[src/rtl/ps2_digit_entry.sv]
// PS/2 scan-code digit-entry engine: decodes make/break/extended byte sequences
// into a nibble shift buffer with backspace, clear and enter, plus typematic suppression.
module ps2_digit_entry #(
  parameter int DIGITS          = 4,
  parameter int HEX_EN          = 1,
  parameter int REPEAT_SUPPRESS = 1
) (
  input  logic                  clk_i,
  input  logic                  reset_i,
  input  logic                  byte_valid_i,
  input  logic [7:0]            byte_in_i,
  output logic [4*DIGITS-1:0]   digits_o,
  output logic [3:0]            digit_count_o,
  output logic                  key_release_o,
  output logic [7:0]            last_code_o,
  output logic                  entry_valid_o,
  output logic [4*DIGITS-1:0]   entry_value_o
);

  localparam int W        = 4 * DIGITS;
  localparam bit HEX_OK   = (HEX_EN != 0);
  localparam bit SUPPRESS = (REPEAT_SUPPRESS != 0);

  localparam logic [7:0] CODE_BRK   = 8'hF0;
  localparam logic [7:0] CODE_EXT   = 8'hE0;
  localparam logic [7:0] CODE_BKSP  = 8'h66;
  localparam logic [7:0] CODE_ESC   = 8'h76;
  localparam logic [7:0] CODE_ENTER = 8'h5A;

  typedef enum logic [1:0] {
    S_IDLE    = 2'd0,
    S_BRK     = 2'd1,
    S_EXT     = 2'd2,
    S_EXT_BRK = 2'd3
  } state_e;

  // Returns {valid, value} for a non-extended digit make code.
  function automatic logic [4:0] decode_digit(input logic [7:0] code);
    logic [4:0] dec;
    case (code)
      8'h45:   dec = {1'b1, 4'h0};
      8'h16:   dec = {1'b1, 4'h1};
      8'h1E:   dec = {1'b1, 4'h2};
      8'h26:   dec = {1'b1, 4'h3};
      8'h25:   dec = {1'b1, 4'h4};
      8'h2E:   dec = {1'b1, 4'h5};
      8'h36:   dec = {1'b1, 4'h6};
      8'h3D:   dec = {1'b1, 4'h7};
      8'h3E:   dec = {1'b1, 4'h8};
      8'h46:   dec = {1'b1, 4'h9};
      8'h1C:   dec = {HEX_OK, 4'hA};
      8'h32:   dec = {HEX_OK, 4'hB};
      8'h21:   dec = {HEX_OK, 4'hC};
      8'h23:   dec = {HEX_OK, 4'hD};
      8'h24:   dec = {HEX_OK, 4'hE};
      8'h2B:   dec = {HEX_OK, 4'hF};
      default: dec = 5'h00;
    endcase
    return dec;
  endfunction

  state_e         state_q, state_d;
  logic [W-1:0]   digits_q, digits_d;
  logic [3:0]     count_q, count_d;
  logic           key_release_q, key_release_d;
  logic [7:0]     last_code_q, last_code_d;
  logic           entry_valid_q, entry_valid_d;
  logic [W-1:0]   entry_value_q, entry_value_d;
  logic [8:0]     held_q, held_d;
  logic           held_valid_q, held_valid_d;

  logic           is_make_s;
  logic           is_break_s;
  logic           ext_s;
  logic [8:0]     key_s;
  logic [4:0]     dec_s;
  logic           suppress_s;

  // Decoder FSM: classify the incoming byte as prefix, make or break.
  always_comb begin
    state_d    = state_q;
    is_make_s  = 1'b0;
    is_break_s = 1'b0;
    ext_s      = 1'b0;
    if (byte_valid_i) begin
      case (state_q)
        S_IDLE: begin
          if (byte_in_i == CODE_BRK) begin
            state_d = S_BRK;
          end else if (byte_in_i == CODE_EXT) begin
            state_d = S_EXT;
          end else begin
            is_make_s = 1'b1;
          end
        end
        S_EXT: begin
          if (byte_in_i == CODE_BRK) begin
            state_d = S_EXT_BRK;
          end else begin
            is_make_s = 1'b1;
            ext_s     = 1'b1;
            state_d   = S_IDLE;
          end
        end
        // Any byte after F0, including a second F0, completes the break.
        S_BRK: begin
          is_break_s = 1'b1;
          state_d    = S_IDLE;
        end
        S_EXT_BRK: begin
          is_break_s = 1'b1;
          ext_s      = 1'b1;
          state_d    = S_IDLE;
        end
        default: state_d = S_IDLE;
      endcase
    end
  end

  assign key_s      = {ext_s, byte_in_i};
  assign dec_s      = decode_digit(byte_in_i);
  assign suppress_s = SUPPRESS && held_valid_q && (held_q == key_s);

  // Buffer editing, held-key tracking and output pulse generation.
  always_comb begin
    digits_d      = digits_q;
    count_d       = count_q;
    key_release_d = 1'b0;
    last_code_d   = last_code_q;
    entry_valid_d = 1'b0;
    entry_value_d = entry_value_q;
    held_d        = held_q;
    held_valid_d  = held_valid_q;
    if (is_break_s) begin
      key_release_d = 1'b1;
      last_code_d   = byte_in_i;
      if (held_q == key_s) begin
        held_valid_d = 1'b0;
      end
    end else if (is_make_s) begin
      last_code_d = byte_in_i;
      if (!suppress_s) begin
        held_d       = key_s;
        held_valid_d = 1'b1;
        if (!ext_s && dec_s[4]) begin
          digits_d = (digits_q << 4) | W'(dec_s[3:0]);
          if (count_q < 4'(DIGITS)) begin
            count_d = count_q + 4'd1;
          end
        end else if (!ext_s && byte_in_i == CODE_BKSP) begin
          if (count_q != 4'd0) begin
            digits_d = digits_q >> 4;
            count_d  = count_q - 4'd1;
          end
        end else if (!ext_s && byte_in_i == CODE_ESC) begin
          digits_d = '0;
          count_d  = 4'd0;
        end else if (byte_in_i == CODE_ENTER) begin
          entry_valid_d = 1'b1;
          entry_value_d = digits_q;
          digits_d      = '0;
          count_d       = 4'd0;
        end
      end
    end
  end

  // State and output registers with synchronous reset taking priority.
  always_ff @(posedge clk_i) begin
    if (reset_i) begin
      state_q       <= S_IDLE;
      digits_q      <= '0;
      count_q       <= 4'd0;
      key_release_q <= 1'b0;
      last_code_q   <= 8'h00;
      entry_valid_q <= 1'b0;
      entry_value_q <= '0;
      held_q        <= 9'h000;
      held_valid_q  <= 1'b0;
    end else begin
      state_q       <= state_d;
      digits_q      <= digits_d;
      count_q       <= count_d;
      key_release_q <= key_release_d;
      last_code_q   <= last_code_d;
      entry_valid_q <= entry_valid_d;
      entry_value_q <= entry_value_d;
      held_q        <= held_d;
      held_valid_q  <= held_valid_d;
    end
  end

  assign digits_o      = digits_q;
  assign digit_count_o = count_q;
  assign key_release_o = key_release_q;
  assign last_code_o   = last_code_q;
  assign entry_valid_o = entry_valid_q;
  assign entry_value_o = entry_value_q;

endmodule

[config.mk]
export PLATFORM = sky130hd
export DESIGN_NAME = ps2_digit_entry
export DESIGN_NICKNAME = d
export VERILOG_FILES = /design/src/rtl/ps2_digit_entry.sv
export SDC_FILE = /design/constraint.sdc
export NUM_CORES = 1
export LEC_CHECK = 0
export ABC_AREA = 1
export CORE_MARGIN = 3
export CORE_UTILIZATION = 54
export CTS_BUF_LIST = sky130_fd_sc_hd__clkbuf_4
export DETAILED_ROUTE_END_ITERATION = 10
export GPL_ROUTABILITY_DRIVEN = 0
export GPL_TIMING_DRIVEN = 0
export PLACE_DENSITY = 0.83
export SLEW_MARGIN = 10
export SYNTH_ARGS = -nofsm -noshare
export SYNTH_HDL_FRONTEND = slang
export SYNTH_SLANG_ARGS = --single-unit
[constraint.sdc]
create_clock -name clk_i -period 2.35 [get_ports clk_i]
set_input_delay 0.47 -clock clk_i [delete_from_list [all_inputs] [get_ports clk_i]]
set_output_delay 0.47 -clock clk_i [all_outputs]
set_load 0.02 [all_outputs]
; ---- After elaboration in Yosys (flattened, before gate mapping)
; Index checks and enable logic that the tools add are counted.
[word_totals]
register_bits = 58
latch_bits = 0
mem_bits_rw = 0
mem_bits_ro = 0
inputBits = 11
output_inout_bits = 46
word_cells = 99
memories = 0
[op_classes]
add_sub_neg = 2
n_mul = 0
div = 0
n_lt_le_gt_ge = 1
n_eq_ne = 30
n_shift = 0
mux = 33
bitwise_logic = 7
reduce_logical = 17
[ops]
columns = cell, n
row1 = $eq 8x6->1 const B, 11
row2 = $mux 16, 5
row3 = $pmux 5 s16, 1
row4 = $eq 8x7->1 const B, 5
row5 = $eq 8x5->1 const B, 3
row6 = $mux 4, 6
row7 = $eq 8x8->1 const B, 2
row8 = $mux 8, 2
row9 = $or 16x4->16, 1
row10 = $mux 1, 13
row11 = $eq 9x9->1, 1
row12 = $reduce_bool 4->1, 2
row13 = $reduce_and 7->1, 1
row14 = $reduce_or 7->1, 1
row15 = $mux 2, 3
row16 = $not 1->1, 6
row17 = $pmux 2 s3, 1
row18 = $reduce_and 3->1, 2
row19 = $reduce_and 6->1, 1
row20 = $reduce_and 5->1, 1
row21 = $add 4x1->4 const B, 1
row22 = $eq 2x2->1 const B, 2
row23 = $logic_and 1x1->1, 4
row24 = $lt 4x3->1 const B, 1
row25 = other kinds (12), 14

; ---- Logic depth before layout (Yosys ltp)
; Gate-level depths: netlist (run 1).
[depth]
ltp_word = 9
ltp_mapped = 16
ltp_nobuf = 15

; ---- Worst setup path after synthesis (run 1)
; No wires, ideal clock.
[synth_timing]
kind = input to register
from = in byte_in_i[2]
to = reg entry_value_q[13] (netlist: entry_value_o[13])
setup_time_ps = 119
arrival_ps = 1812
required_time_ps = 2231
slack_ps = 419
cell_stages = 14
path_buffers = 2
cell_sequence = buf_4 nor2_2 nand2_1 inv_2 nand3_4 nand2_4 nand2_1 nand3_2 nor2_2 nor2_4 nand2_2 buf_2 o21ai_0 a21oi_1
[synth_via]
elab_chain_cells = 8
word_cells_on_any_way = 40
cone_classes = eq/ne: 22 / mux: 8 / bitwise: 4 / reduce/logical: 6
[synth_lines]
columns = element, line
row1 = start: declaration, 11  ; input logic [7:0] byte_in_i,
row2 = $eq 8x8->1, "88, 97"
row3 = $mux 1, 97  ; if (byte_in_i == CODE_BRK) begin
row4 = $pmux 1 s2, 86  ; case (state_q)
row5 = $mux 1, 85  ; if (byte_valid_i) begin
row6 = $eq 9x9->1 / $logic_not 1->1 (equally long branches), n/a
row7 = $logic_and 1x1->1 (on tied branches), n/a
row8 = $not 1->1 (no line), n/a
row9 = $reduce_and 7->1 (no line) *, n/a
row10 = end signal: assignment, 187  ; entry_value_q <= entry_value_d;
row11 = end: declaration, 68  ; logic [W-1:0] entry_value_q, entry_value_d;
; Mark *: on every way between the ends. The rest lies on a longest branch, timed or not.
; A chain may end at the register's enable or synchronous reset.

; ---- Final worst setup path (run 1)
[layout_timing]
from = in byte_in_i[6]
to = reg entry_value_q[13] (netlist: entry_value_o[13])
; Same word-level chain as after synthesis.

==> impl_results.md, run 1 <==
- Internal power: 1693 uW
- CP Max Fanout: 10
- Post-DP HPWL: 5961 um
- Synth Instances: 449
- Yosys reg bits: 58
- FP Rows: 26
- Grt ovf: 0
- Power per cell area: 589.7 nW/um2
- CTS tree: done
- Max-Slew Margin vs Limit: 71.79%
- Area of the multi-input gates: 1516 um2
- Worst-margin pin slew: 0.4231 ns
- Skew-Pair Late Insertion Delay: 0.42 ns
- Syn Nets: 462
- Final WS setup: 0.1421 ns
- Antenna viol nets, final: 0
- Final hold vios: 0
- DRC Markers: 0
- Clk pin slew, worst setup/hold paths: 0.09 ns
- Critical path arrival: 2.51 ns
- Combinational share of power: 13.0%
- Setup TNS: 0 ns
- Non-filler cells, final: 590
- CTS sink count: 58
- Fmax: 0.4529 GHz
- Crit Path Category: primary input to register
- TritonRoute pass-1 iters: 5
- Placed cells: 573
- CTS H-tree depth: 3
- Clock Tree Root: clkbuf_4
- Net Sw Frac: 25.91%
- Starting Density: 57.48%
- IO Count: 57
- Hold Crit Class: primary input to register
- Unrepaired setup endpoints after global routing: no
- NetSw: 591.9 uW
- Synth unique cells: 31
- DIE AREA: 6544 um2
- Period utilization: 93.95%
- Mapped Area: 3029 um2
- Status: finished, final reports clean
- Seq pwr share: 45.6%
- Syn Area/Cell: 6.746 um2
- Design area: 3874 um2
- Worst path required time: 2.65 ns
- CP Launch Type: primary input
- Max Cap Viol: 0
- Final Skew: 0.01221 ns
- Area leader, netlist: dfxtp_1
- Antenna violations before repair: 0
- Total GRT Usage: 25.66%
- Area contributors post-synth: dfxtp_1, nand2_1, nor2_1, a21oi_1, inv_1
- Post-layout minimum cycle time: 2.208 ns
- Total number of vias: 3,120
- Nets: 528
- CTS Buf Count: 9
- Wire length per cell: 13.58 um
- Leakage power: 0.001719 uW
- Slew Limit Fails: 0
- Crit end category: register
- Syn-to-layout area delta: 27.88%
- VDD IR max: 0.4242 mV
- Port bufs: 54
- Placed Area: 3657 um2
- Dpl ws: -0.4091 ns
- Hold Slack: 0.3807 ns
- Slowest-stage cell, CP: clkdlybuf4s50_1
- Clock share of power: 41.4%
- Post-Route WL: 8010 um
- Largest net degree at the start of global routing: 11
- Initial drt markers: 177
- Share of cells above drive strength 1: 12.50%
- Worst stage delay on the critical path: 0.54 ns
- Setup violations, final: 0
- DIE WIDTH: 80.90 um
- Number of synthesis warnings: 0
- Global-route wire length before repair: 13,030 um
- CP Cell Sequence: clkdlybuf4s50_1 > nand2_1 > nor2_4 > nand3_4 > nand2_8 > nand2_1 > nand3_2 > nor2_2 > nor2_4 > nand2_2 > buf_2 > o21ai_0 > a21oi_1
- Delay-heaviest family, CP: simple AND/OR/NAND/NOR gates
- Number of fillers in the final layout: 450
- Number of global-route vias before repair: 2,855
- Core area: 5270 um2
- Sequential fraction of the synthesis area: 38.33%
- Clock Path Buffers: 2
- Seq. cell area: 1161 um2
- Yosys top cell area share: 38.33%
- Antenna cells: 0
- Die height: 80.90 um
- WP buf/inv: 2
- CTS hold repair buffers: 0
- DR vias/cell: 5.288
[final cells by class]
class	instances	share of cell area, %
plain buffers	19	2.972
clock buffers	11	2.132
clock inverters	5	2.649
inverters	66	6.395
multi-input cells	306	39.15
flip-flops and latches	58	29.97
well taps	70	2.261
repair buffers	55	14.47
[sequential cells by signal (all words and copies together), names as in the netlist]
signal,cells
key_release_o,1
entry_valid_o,1
entry_value_o,16
digit_count_o,4
digits_o,16
state_q,2
last_code_o,8
held_q,9
held_valid_q,1
[stage by stage]
step | total power (uW) | utilization [%]
4_1_cts | 2289 | 72.91
3_5_place_dp | 1356 | 69.40
3_3_place_gp | 1347 | 69.40
2_1_floorplan | 1246 | -
6_report | 2285 | 73.50
5_1_grt | 2363 | 73.50
[logic make-up (layout without fill, tap and decap cells)]
group	after synthesis	count (layout)	synth area share (%)
buffers and inverters	85	156	11.90
DFF	58	58	38.33
and+or+nand+nor	201	201	30.44
adders and majority gates	2	2	0.8260
xor gates and xnor gates	6	6	1.735
AOI/OAI and AO/OA	97	97	16.77
[synthesized netlist by cell type, drive strengths merged]
cell     count
ha           2
clkbuf       5
clkinv       1
nand3b       2
nor2        70
nand3       14
o2111ai      1
o22ai       10
o21ai       42
nor4         1
nand2      105
a211oi       1
nand4        5
inv         65
a21oi       43
dfxtp       58
xor2         3
buf         14
nor3         4
xnor2        3
[power by group through the flow]
stage / combinational (uW) / clock, uW / sequential (uW)
after floorplan: 161 / 0 / 1080
after global placement: 285 / 0 / 1060
after detailed placement: 292 / 0 / 1060
after CTS: 294 / 954 / 1040
after global routing: 328 / 989 / 1050
final: 297 / 945 / 1040
[path summary, 6_finish.rpt]
| kind | to | slack [ns] | cells past startpoint | start |
|---|---|---|---|---|
| hold / removal | held_q[2] | 0.38 | 3 | byte_in_i[2] |
| setup reg to reg | entry_value_o[13] | 0.52 | 11 | state_q[1] |
| hold reg to reg | entry_value_o[7] | 0.45 | 2 | entry_value_o[7] |
| setup / recovery | entry_value_o[13] | 0.14 | 13 | byte_in_i[6] |
[timing repair]
action | 4_1_cts | 5_1_grt
setup buffers | 0 | 1
endpoints found under the setup margin | 0 | 42
gates resized for setup | 0 | 9
[routing by layer]
layer | part of all wire [%] | vias up | GRT usage, %
li1 | - | 1566 | -
met2 | 46 | 102 | 41.71
met5 | 0 | - | 0
met3 | 5.6 | 12 | 4.767
met1 | 46 | 1440 | 33.84
met4 | 1.6 | 0 | 9.628
[worst min-delay path: stages]
cell     delay, ns
buf_4         0.14
inv_2         0.08
a21oi_1       0.06
[layout by cell type (no fill, tap or decap), types with 9 or more instances in the layout]
| cell | Yosys | final |
|---|---|---|
| o21ai_1 | 7 | 9 |
| nand3_1 | 10 | 10 |
| a21oi_1 | 42 | 42 |
| clkbuf_4 | 0 | 12 |
| dfxtp_1 | 58 | 58 |
| nor2_1 | 59 | 59 |
| o21ai_0 | 35 | 33 |
| inv_1 | 56 | 56 |
| inv_2 | 9 | 9 |
| clkdlybuf4s50_1 | 0 | 49 |
| nand2_1 | 96 | 96 |
| o22ai_1 | 10 | 10 |
(Power assumes the default switching activity.)
==> run 2, diff against run 1 <==
CTS_CLUSTER_DIAMETER = 80   (was default)
==> results of run 2 <==
Same layout as run 1: the final DEF is identical, and so are final timing and power.
==> run 3, diff against run 2 <==
CAP_MARGIN = 20   (was default)
==> results of run 3 <==
Same layout as run 1: the final DEF is identical, and so are final timing and power.
